===== src/rtl/counter_ctrl.sv =====
// Run/pause/stop controller for an external up-counter: clears it, enables it up to a
// terminal count, then either stops (one-shot) or reloads (auto-reload), counting periods.
module counter_ctrl #(
   parameter int WIDTH = 8
) (
   input  logic             clk,
   input  logic             reset,
   input  logic             start,
   input  logic             stop,
   input  logic             oneshot,
   input  logic [WIDTH-1:0] period,
   input  logic [WIDTH-1:0] count_in,
   output logic             cnt_enable,
   output logic             cnt_clear,
   output logic             done,
   output logic             busy,
   output logic             err,
   output logic [7:0]       periods,
   output logic [1:0]       state
);

   typedef enum logic [1:0] {
      S_IDLE  = 2'd0,
      S_CLEAR = 2'd1,
      S_RUN   = 2'd2,
      S_PAUSE = 2'd3
   } state_t;

   state_t           state_q;
   logic [WIDTH-1:0] period_q;
   logic             mode_q;
   logic [7:0]       periods_q;
   logic             terminal;

   // A count beyond period_q is deliberately non-terminal; the controller never recovers it.
   assign terminal = (state_q == S_RUN) && (count_in == period_q);

   // NOTE: sequential state uses non-blocking assignments so every register samples
   // pre-edge values; blocking here would create order-dependent simulation races.
   always_ff @(posedge clk or posedge reset) begin
      if (reset) begin
         state_q   <= S_IDLE;
         period_q  <= '0;
         mode_q    <= 1'b0;
         periods_q <= '0;
      end else begin
         case (state_q)
            S_IDLE: begin
               if (start && !stop && (period != '0)) begin
                  period_q  <= period;
                  mode_q    <= oneshot;
                  periods_q <= '0;
                  state_q   <= S_CLEAR;
               end
            end
            S_CLEAR: state_q <= S_RUN;
            S_RUN: begin
               if (terminal) begin
                  periods_q <= periods_q + 8'd1;
                  if (mode_q)
                     state_q <= S_IDLE;
                  else if (stop)
                     state_q <= S_PAUSE;
               end else if (stop) begin
                  state_q <= S_PAUSE;
               end
            end
            S_PAUSE: begin
               if (stop)
                  state_q <= S_IDLE;
               else if (start)
                  state_q <= S_RUN;
            end
            default: state_q <= S_IDLE;
         endcase
      end
   end

   // NOTE: every output gets a default before the case so no path leaves one
   // unassigned, which would otherwise infer a latch.
   always_comb begin
      cnt_enable = 1'b0;
      cnt_clear  = 1'b0;
      done       = 1'b0;
      err        = 1'b0;
      case (state_q)
         S_IDLE:  err = !reset && start && !stop && (period == '0);
         S_CLEAR: cnt_clear = 1'b1;
         S_RUN: begin
            if (terminal) begin
               done      = 1'b1;
               cnt_clear = !mode_q;
            end else begin
               cnt_enable = !stop;
            end
         end
         default: ;
      endcase
   end

   assign busy    = (state_q != S_IDLE);
   assign periods = periods_q;
   assign state   = state_q;

endmodule


===== config.mk =====
export PLATFORM = sky130hd
export DESIGN_NAME = counter_ctrl
export DESIGN_NICKNAME = d
export VERILOG_FILES = /design/src/rtl/counter_ctrl.sv
export SDC_FILE = /design/constraint.sdc
export NUM_CORES = 1
export LEC_CHECK = 0
export ABC_AREA = 1
export CAP_MARGIN = 20
export CORE_MARGIN = 2
export CORE_UTILIZATION = 45
export CTS_BUF_LIST = sky130_fd_sc_hd__clkbuf_4
export CTS_CLUSTER_SIZE = 12
export DETAILED_ROUTE_END_ITERATION = 8
export PLACE_DENSITY = 0.78
export SLEW_MARGIN = 10
export SYNTH_ARGS = -nofsm -noshare
export SYNTH_HDL_FRONTEND = slang
export SYNTH_SLANG_ARGS = --single-unit

===== constraint.sdc =====
create_clock -name clk -period 1.6 [get_ports clk]
set_input_delay 0.24 -clock clk [delete_from_list [all_inputs] [get_ports clk]]
set_output_delay 0.24 -clock clk [all_outputs]
set_load 0.02 [all_outputs]

# Word-level counts from Yosys, hierarchy flattened

Index checks and enable logic that the tools add are counted.

Bits in writable memories: 0
Input bits: 21
Latch bits: 0
Output and inout port bits: 15
Bits in read-only memories: 0
Word-level logic and storage cells: 46
Flip-flop bits (word level): 19
Memories kept: 0

Order comparisons: 0
Multiplexer cells: 17
Add/subtract/negate cells: 1
Shift-type cells: 0
Equality and inequality tests: 7
Bitwise gates (word level): 0
Reduce and logical (&&, ||, !) cells: 17
Multiply operators: 0
Div/mod/pow operators: 0

Operators by type and width:

| cell                                          | number |
|---|---|
| two-way mux 8 bit                             | 2 |
| one-hot mux 8 bit (2 select lines)            | 1 |
| two-way mux 2 bit                             | 6 |
| adder 8 x 1 -> 8 bit, second input constant   | 1 |
| == test 8 bit                                 | 1 |
| logical NOT 8 bit                             | 1 |
| one-hot mux 2 bit (4 select lines)            | 1 |
| nonzero test 8 bit                            | 1 |
| logical AND 1 bit                             | 6 |
| two-way mux 1 bit                             | 6 |
| == test 2 bit, second input constant          | 2 |
| != test 2 bit, second input constant          | 2 |
| AND reduction 2 bit                           | 2 |
| nonzero test 2 bit                            | 2 |
| logical NOT 1 bit                             | 3 |
| != test 3 bit, second input constant          | 1 |
| AND reduction 3 bit                           | 1 |
| == test 2 x 1 -> 1 bit, second input constant | 1 |
| logical NOT 2 bit                             | 1 |
| one-hot mux 1 bit (2 select lines)            | 1 |

# Depth between registers and ports, before layout

Gate-level depths: netlist (run 1).

Depth after elaboration: 5
Mapped depth: 11

# Least setup slack after synthesis (run 1)

No wires, ideal clock.

Path kind: register to output
From: reg state_q[0], in the netlist state[0]
To: out cnt_clear
Arrival: 1.791 ns
Path slack: -0.431 ns
Data required time: 1.360 ns
Path buffers: 0
Cell stages (with the launch flop): 9
Path through: dfrtp_1 inv_1 ha_1 inv_1 a21oi_2 nand3_2 nor2_4 nand3_1 a21boi_0

Cells in the longest elaborated chain, start to end: 4
Elaborated cells between the ends (all ways): 5
Those cells by class: eq/ne: 2; mux: 2; reduce/logical: 1

RTL lines:

| item                                 | line   | RTL |
|---|---|---|
| start: declaration                   | 29     | `state_t state_q;` |
| start signal: assignment             | 42     | `state_q <= S_IDLE;` |
| start signal: assignment             | 53     | `state_q <= S_CLEAR;` |
| start signal: assignment             | 56     | `S_CLEAR: state_q <= S_RUN;` |
| == test 2 bit                        | 36, 86 |  |
| logical AND 1 bit                    | 36     | `assign terminal = (state_q == S_RUN) && (count_in == period_q);` |
| two-way mux 1 bit                    | 90     | `if (terminal) begin` |
| one-hot mux 1 bit (2 select lines) * | 86     | `case (state_q)` |
| end: declaration                     | 14     | `output logic cnt_clear,` |

Mark *: on every way between the ends. The rest lies on a longest branch, timed or not.

# Worst setup path in the final report (run 1)

From: reg state_q[0], in the netlist state[0]
To: out cnt_enable

Cells in the longest elaborated chain, start to end: 4

RTL lines:

| item                | line   | RTL |
|---|---|---|
| == test 2 bit *     | 36, 86 |  |
| logical AND 1 bit   | 36     |  |
| two-way mux 1 bit   | 90     |  |
| two-way mux 1 bit * | 86     |  |
| end: declaration    | 13     | `output logic cnt_enable,` |

Marked as above.

==> summary.txt, run 1 <==
Outcome -> complete, but fails checks
Failing checks -> negative setup slack
Layout Cells excl Fill -> 302
Share of cells above drive strength 1 -> 37.3%
Die area -> 3490 µm²
Root buffer cell -> clkbuf_4
Kind of critical path -> flip-flop to output port
Synth Area per Inst -> 7.11 µm²
Layout area overhead -> 67.1%
HPWL Detailed -> 2540 µm
Least-Margin Pin Slew -> 0.278 ns
GPL Wtd Cong -> 0.827
Layout Skew -> 0.00667 ns
Largest net degree at the start of global routing -> 20
Ys Warns -> 0
Antenna Nets Post-Route -> 0
Most common cell after layout, fill and taps aside -> nand2_1
Global-route wire length before repair -> 6140 µm
Min-Delay Path Class -> primary input to asynchronous set/reset pin
I/O Buffers -> 35
Final setup margin -> -0.393 ns
Crit path time final -> 1.99 ns
Clock Latency Late Sink -> 0.31 ns
Initial core utilization -> 48.3%
Most frequent cells in the layout -> nand2_1, buf_4, inv_1
Worst vdd ir -> 1080 µV
Post-Syn Nets -> 218
Pleak -> 0.00118 µW
CTS tree -> yes
Required time of the worst setup path -> 1.36 ns
Total number of vias -> 1,534
Core box area -> 2830 µm²
Final Max Slew Viols -> 0
H-tree Lvls -> 1
Crit end category -> output port
Crit start category -> flip-flop
GRT overflow -> 0
Vias in the first global route -> 1,413
Maximum root-to-sink buffer count -> 2
IO Pins -> 36
Mapped Cells -> 192
Number of CTS-inserted buffers -> 3
Wire length per cell -> 13.0 µm
PwrDens -> 1390 nW/µm²
DP Cell Count -> 289
Nets -> 298
Sequential area share after synthesis -> 34.8%
TritonRoute pass-1 iters -> 4
Initial antenna violation count -> 0
Drt via density -> 5.08
Max_slew headroom -> 81.4%
RSZ-0062 raised after global routing -> yes
Die H -> 59.1 µm
Synth Cell Area -> 1370 µm²
Final cycle utilization of the critical path -> 125%
Post-synth cell types -> 28
Number of clock sinks -> 19
Rows -> 19
Maxcap violations -> 0
Reg clk slew, reported paths -> 0.12 ns
Arrival @ worst endpoint -> 1.75 ns
Initial DRC Count -> 49
Number of diodes -> 0
Final WL -> 3930 µm
GRT Util Overall -> 22.9%
Crit path max fanout -> 2
Dpl ws -> -0.700 ns
Die X -> 59.1 µm
Final setup viols -> 16
Utilization after layout -> 80.6%
Synth Register Bits -> 19
Aggregate negative setup slack -> -2.51 ns
FMAX -> 502 MHz
Final Hold Fails -> 0
# DRC -> 0
-- report_power, final --
part | total (µW) | switching (µW) | internal, µW
combinational | 2170 | 1120 | 1050
clock | 256 | 162 | 93.3
sequential | 753 | 122 | 630
-- sequential cells by signal (all words and copies together) (netlist names) --
signal    flops
mode_q        1
period_q      8
periods       8
state         2
-- cells in the mapped netlist, drive strengths merged --
library cell | count | area [µm²]
nand2 | 57 | 264
inv | 28 | 105
a21oi | 15 | 82.6
nor4 | 1 | 6.26
nand3b | 2 | 15.0
buf | 3 | 21.3
o21ai | 3 | 18.8
nand3 | 17 | 95.1
xnor2 | 2 | 17.5
xor2 | 3 | 26.3
nor2 | 29 | 121
or2 | 1 | 6.26
nand4 | 3 | 18.8
nor3 | 2 | 10.0
dfrtp | 19 | 475
clkdlybuf4s15 | 1 | 11.3
ha | 5 | 62.6
a21boi | 1 | 7.51
-- path summary, 6_finish.rpt --
| kind | start | to | slack [ns] | cells after the start |
|---|---|---|---|---|
| worst max-delay path | state[0]$_DFFE_PP0P_ | cnt_enable | -0.39 | 11 |
| worst min-delay path | reset | periods[4]$_DFFE_PP0P_ | 0.36 | 3 |
| worst max register to register | state[0]$_DFFE_PP0P_ | periods[7]$_DFFE_PP0P_ | -0.16 | 13 |
| worst min register to register | period_q[1]$_DFFE_PP0P_ | period_q[1]$_DFFE_PP0P_ | 0.55 | 2 |
| max in group asynchronous | reset | state[0]$_DFFE_PP0P_ | 1.02 | 3 |
| min in group clk | period[4] | period_q[4]$_DFFE_PP0P_ | 0.53 | 3 |
-- final cells by class --
class / instances / area, µm²
inverters: 28 / 110
multi-input cells: 142 / 911
flip-flops and latches: 19 / 478
clock buffers: 3 / 22.5
repair buffers: 78 / 716
well taps: 31 / 38.8
fillers: 197 / 548
clock inverters: 1 / 5.00
-- per-stage QoR --
step                total power [µW]  hold WS, ns  instance area (µm²)
floorplan                       1760        0.200                 1410
global placement                2450        0.490                 2040
detailed placement              2500        0.518                 2040
CTS                             2880        0.345                 2110
global route                    3380        0.399                 2280
finish                          3180        0.359                 2280
-- logic make-up after synthesis --
logic type	count (synthesis)	share of synthesized area [%]
xor gates and xnor gates	5	3.21
DFF	19	34.8
adders and majority gates	5	4.58
AOI/OAI and AO/OA	19	7.97
buffers and inverters	32	10.1
and+or+nand+nor	112	39.3
-- critical path, cell delays in order, from the launching register on --
cell     delay (ns)
dfrtp_2        0.43
inv_2          0.08
ha_4           0.13
inv_2          0.04
a21oi_2        0.10
nand3_2        0.11
nor2_4         0.15
buf_6          0.12
nand2_4        0.04
nand2_2        0.08
nor2_2         0.04
buf_6          0.12
-- per-layer routing --
| metal | vias up | share of wire (%) | GRT usage [%] |
|---|---|---|---|
| li1 | 767 | - | - |
| met1 | 718 | 45 | 30.7 |
| met2 | 41 | 49 | 37.5 |
| met3 | 8 | 3.9 | 3.06 |
| met4 | 0 | 1.5 | 8.77 |
| met5 | - | 0 | 0 |
-- repair_timing --
action                                  CTS  global route
hold endpoints to repair                  0             0
pin swaps                                 3             8
resized for setup                        41            44
setup buffers                             3             6
endpoints found under the setup margin   21            22
cloned                                    1             1
hold buffers                              0             0
(Power assumes the default switching activity.)
==> run 2: changes to the inputs <==
--- a/config.mk
+++ b/config.mk
@@ -8,11 +8,11 @@
 export ABC_AREA = 1
 export CAP_MARGIN = 20
 export CORE_MARGIN = 2
-export CORE_UTILIZATION = 45
+export CORE_UTILIZATION = 50
 export CTS_BUF_LIST = sky130_fd_sc_hd__clkbuf_4
 export CTS_CLUSTER_SIZE = 12
 export DETAILED_ROUTE_END_ITERATION = 8
-export PLACE_DENSITY = 0.78
+export PLACE_DENSITY = 0.82
 export SLEW_MARGIN = 10
 export SYNTH_ARGS = -nofsm -noshare
 export SYNTH_HDL_FRONTEND = slang
==> constraint.sdc (replaced) <==
create_clock -name clk -period 2.46 [get_ports clk]
set_input_delay 0.369 -clock clk [delete_from_list [all_inputs] [get_ports clk]]
set_output_delay 0.369 -clock clk [all_outputs]
set_load 0.02 [all_outputs]
==> summary.txt, run 2 (synthesis results as in run 1) <==
Outcome -> complete, no violations
Nets -> 263 (-12%)
Initial core utilization -> 54.1% (+5.9 points)
Number of CTS-inserted buffers -> 3 (unchanged)
Crit end category -> output port
Final setup viols -> 0 (-16)
Layout area overhead -> 32.7%
WHS -> 0.461 ns (+0.102 ns)
Least-Margin Pin Slew -> 0.336 ns (+0.0575 ns)
Final setup margin -> 0.258 ns (+0.650 ns)
Crit path max fanout -> 3 (+1)
Utilization after layout -> 71.8% (-8.8 points)
Core box area -> 2520 µm² (-11%)
Share of cells above drive strength 1 -> 14.8% (-22 points)
Number of diodes -> 0 (unchanged)
H-tree Lvls -> 1 (unchanged)
TritonRoute pass-1 iters -> 4 (unchanged)
Min-Delay Path Class -> primary input to asynchronous set/reset pin
GRT overflow -> 0 (unchanged)
IO Pins -> 36 (unchanged)
Drt via density -> 5.16 (+1.6%)
Final WL -> 3270 µm (-17%)
Kind of critical path -> flip-flop to output port
Final cycle utilization of the critical path -> 89.5%
Root buffer cell -> clkbuf_4
Maxcap violations -> 0 (unchanged)
RSZ-0062 raised after global routing -> no
Worst vdd ir -> 691 µV (-36%)
Initial DRC Count -> 48 (-2.0%)
Largest net degree at the start of global routing -> 20 (unchanged)
Clock Latency Late Sink -> 0.29 ns (-0.02 ns)
CTS tree -> yes
Final Max Slew Viols -> 0 (unchanged)
Pleak -> 0.000924 µW (-21%)
Final Hold Fails -> 0 (unchanged)
FMAX -> 454 MHz
Layout Cells excl Fill -> 266 (-12%)
PwrDens -> 852 nW/µm² (-39%)
Fillers -> 203 (+3.0%)
I/O Buffers -> 35 (unchanged)
Most common cell after layout, fill and taps aside -> nand2_1
HPWL Detailed -> 2550 µm (+0.62%)
Dpl ws -> -0.0578 ns (+0.642 ns)
Die X -> 56.3 µm (-4.8%)
GRT Util Overall -> 22.4% (-0.49 points)
Antenna Nets Post-Route -> 0 (unchanged)
Post-CTS Hold Buffers -> 0 (unchanged)
# DRC -> 0 (unchanged)
Layout Skew -> 0.00318 ns (-0.00348 ns)
Wire length per cell -> 12.3 µm (-5.6%)
Initial antenna violation count -> 0 (unchanged)
Crit start category -> flip-flop
Most frequent cells in the layout -> nand2_1, clkdlybuf4s50_1, nor2_1
Die H -> 56.3 µm (-4.8%)
Die area -> 3160 µm² (-9.3%)
Vias in the first global route -> 1,373 (-2.8%)
Total number of vias -> 1,373 (-10%)
GPL Wtd Cong -> 0.851 (+3.0%)
Maximum root-to-sink buffer count -> 2 (unchanged)
Required time of the worst setup path -> 2.09 ns (+0.73 ns)
Max_slew headroom -> 77.6% (-3.8 points)
Setup repair bufs after CTS -> 0 (-3)
Global-route wire length before repair -> 5770 µm (-6.1%)
Arrival @ worst endpoint -> 1.83 ns (+0.08 ns)
Crit path time final -> 2.20 ns
Number of clock sinks -> 19 (unchanged)
DP Cell Count -> 262 (-9.3%)
Reg clk slew, reported paths -> 0.11 ns (about the same)
Aggregate negative setup slack -> 0 ns (+2.51 ns)
Rows -> 18 (-1)
==> run 2: changes by cell type in the layout (fill, tap and decap cells not counted), sizes merged <==
cell	change
clkdlybuf4s50	+11
clkbuf	+3
buf	-40
clkinv	-1
nand2	-1
dlymetal6s2s	-1
dlygate4sd2	-6
==> run 2: final cells by class <==
| type | count | area (µm²) | share of cell area, % |
|---|---|---|---|
| inverter | 28 | 105 | 5.80 |
| sequential | 19 | 475 | 26.2 |
| tap | 30 | 37.5 | 2.07 |
| multi-input combinational | 141 | 754 | 41.6 |
| clock buffer | 4 | 30.0 | 1.66 |
| timing repair buffer | 44 | 409 | 22.6 |
==> run 2: what timing repair did <==
| action | CTS | global route |
|---|---|---|
| cloned | 0 | 0 |
| gates resized for setup | 3 | 7 |
| endpoints found under the setup margin | 3 | 3 |
| endpoints found under the hold margin | 0 | 0 |
==> run 2: stage by stage <==
stage	instance area, µm²	power, µW
after global routing	1810	1680
after floorplan	1370	1090
after detailed placement	1790	1380
final	1810	1540
after CTS	1810	1550
after global placement	1790	1350
==> run 2: critical path: stages (launching register included) <==
cell and delay, ns:
dfrtp_1 0.39, inv_1 0.11, ha_1 0.20, buf_4 0.13, nand4_1 0.10, nor4_1 0.25
dlygate4sd2_1 0.37
==> run 2: per-layer routing <==
metal	GRT usage, %	part of all wire (%)	up-vias
li1	-	-	689
met5	0	0	-
met2	37.0	48	49
met4	8.16	1.9	0
met3	2.76	5.4	8
met1	30.1	44	627
==> run 2: final timing paths <==
kind | from | end | slack (ns) | cells past startpoint
setup / recovery | state[0]$_DFFE_PP0P_ | done | 0.26 | 6
hold / removal | reset | periods[0]$_DFFE_PP0P_ | 0.46 | 3
setup reg to reg | state[0]$_DFFE_PP0P_ | periods[3]$_DFFE_PP0P_ | 0.66 | 13
hold reg to reg | period_q[4]$_DFFE_PP0P_ | period_q[4]$_DFFE_PP0P_ | 0.54 | 2
max in group asynchronous | reset | period_q[0]$_DFFE_PP0P_ | 1.78 | 3
min in group clk | period_q[4]$_DFFE_PP0P_ | period_q[4]$_DFFE_PP0P_ | 0.54 | 2
==> run 2: power by group <==
group	internal [µW]	switching [µW]
clock	74.0	97.3
sequential	407	71.3
combinational	356	539
total	837	708
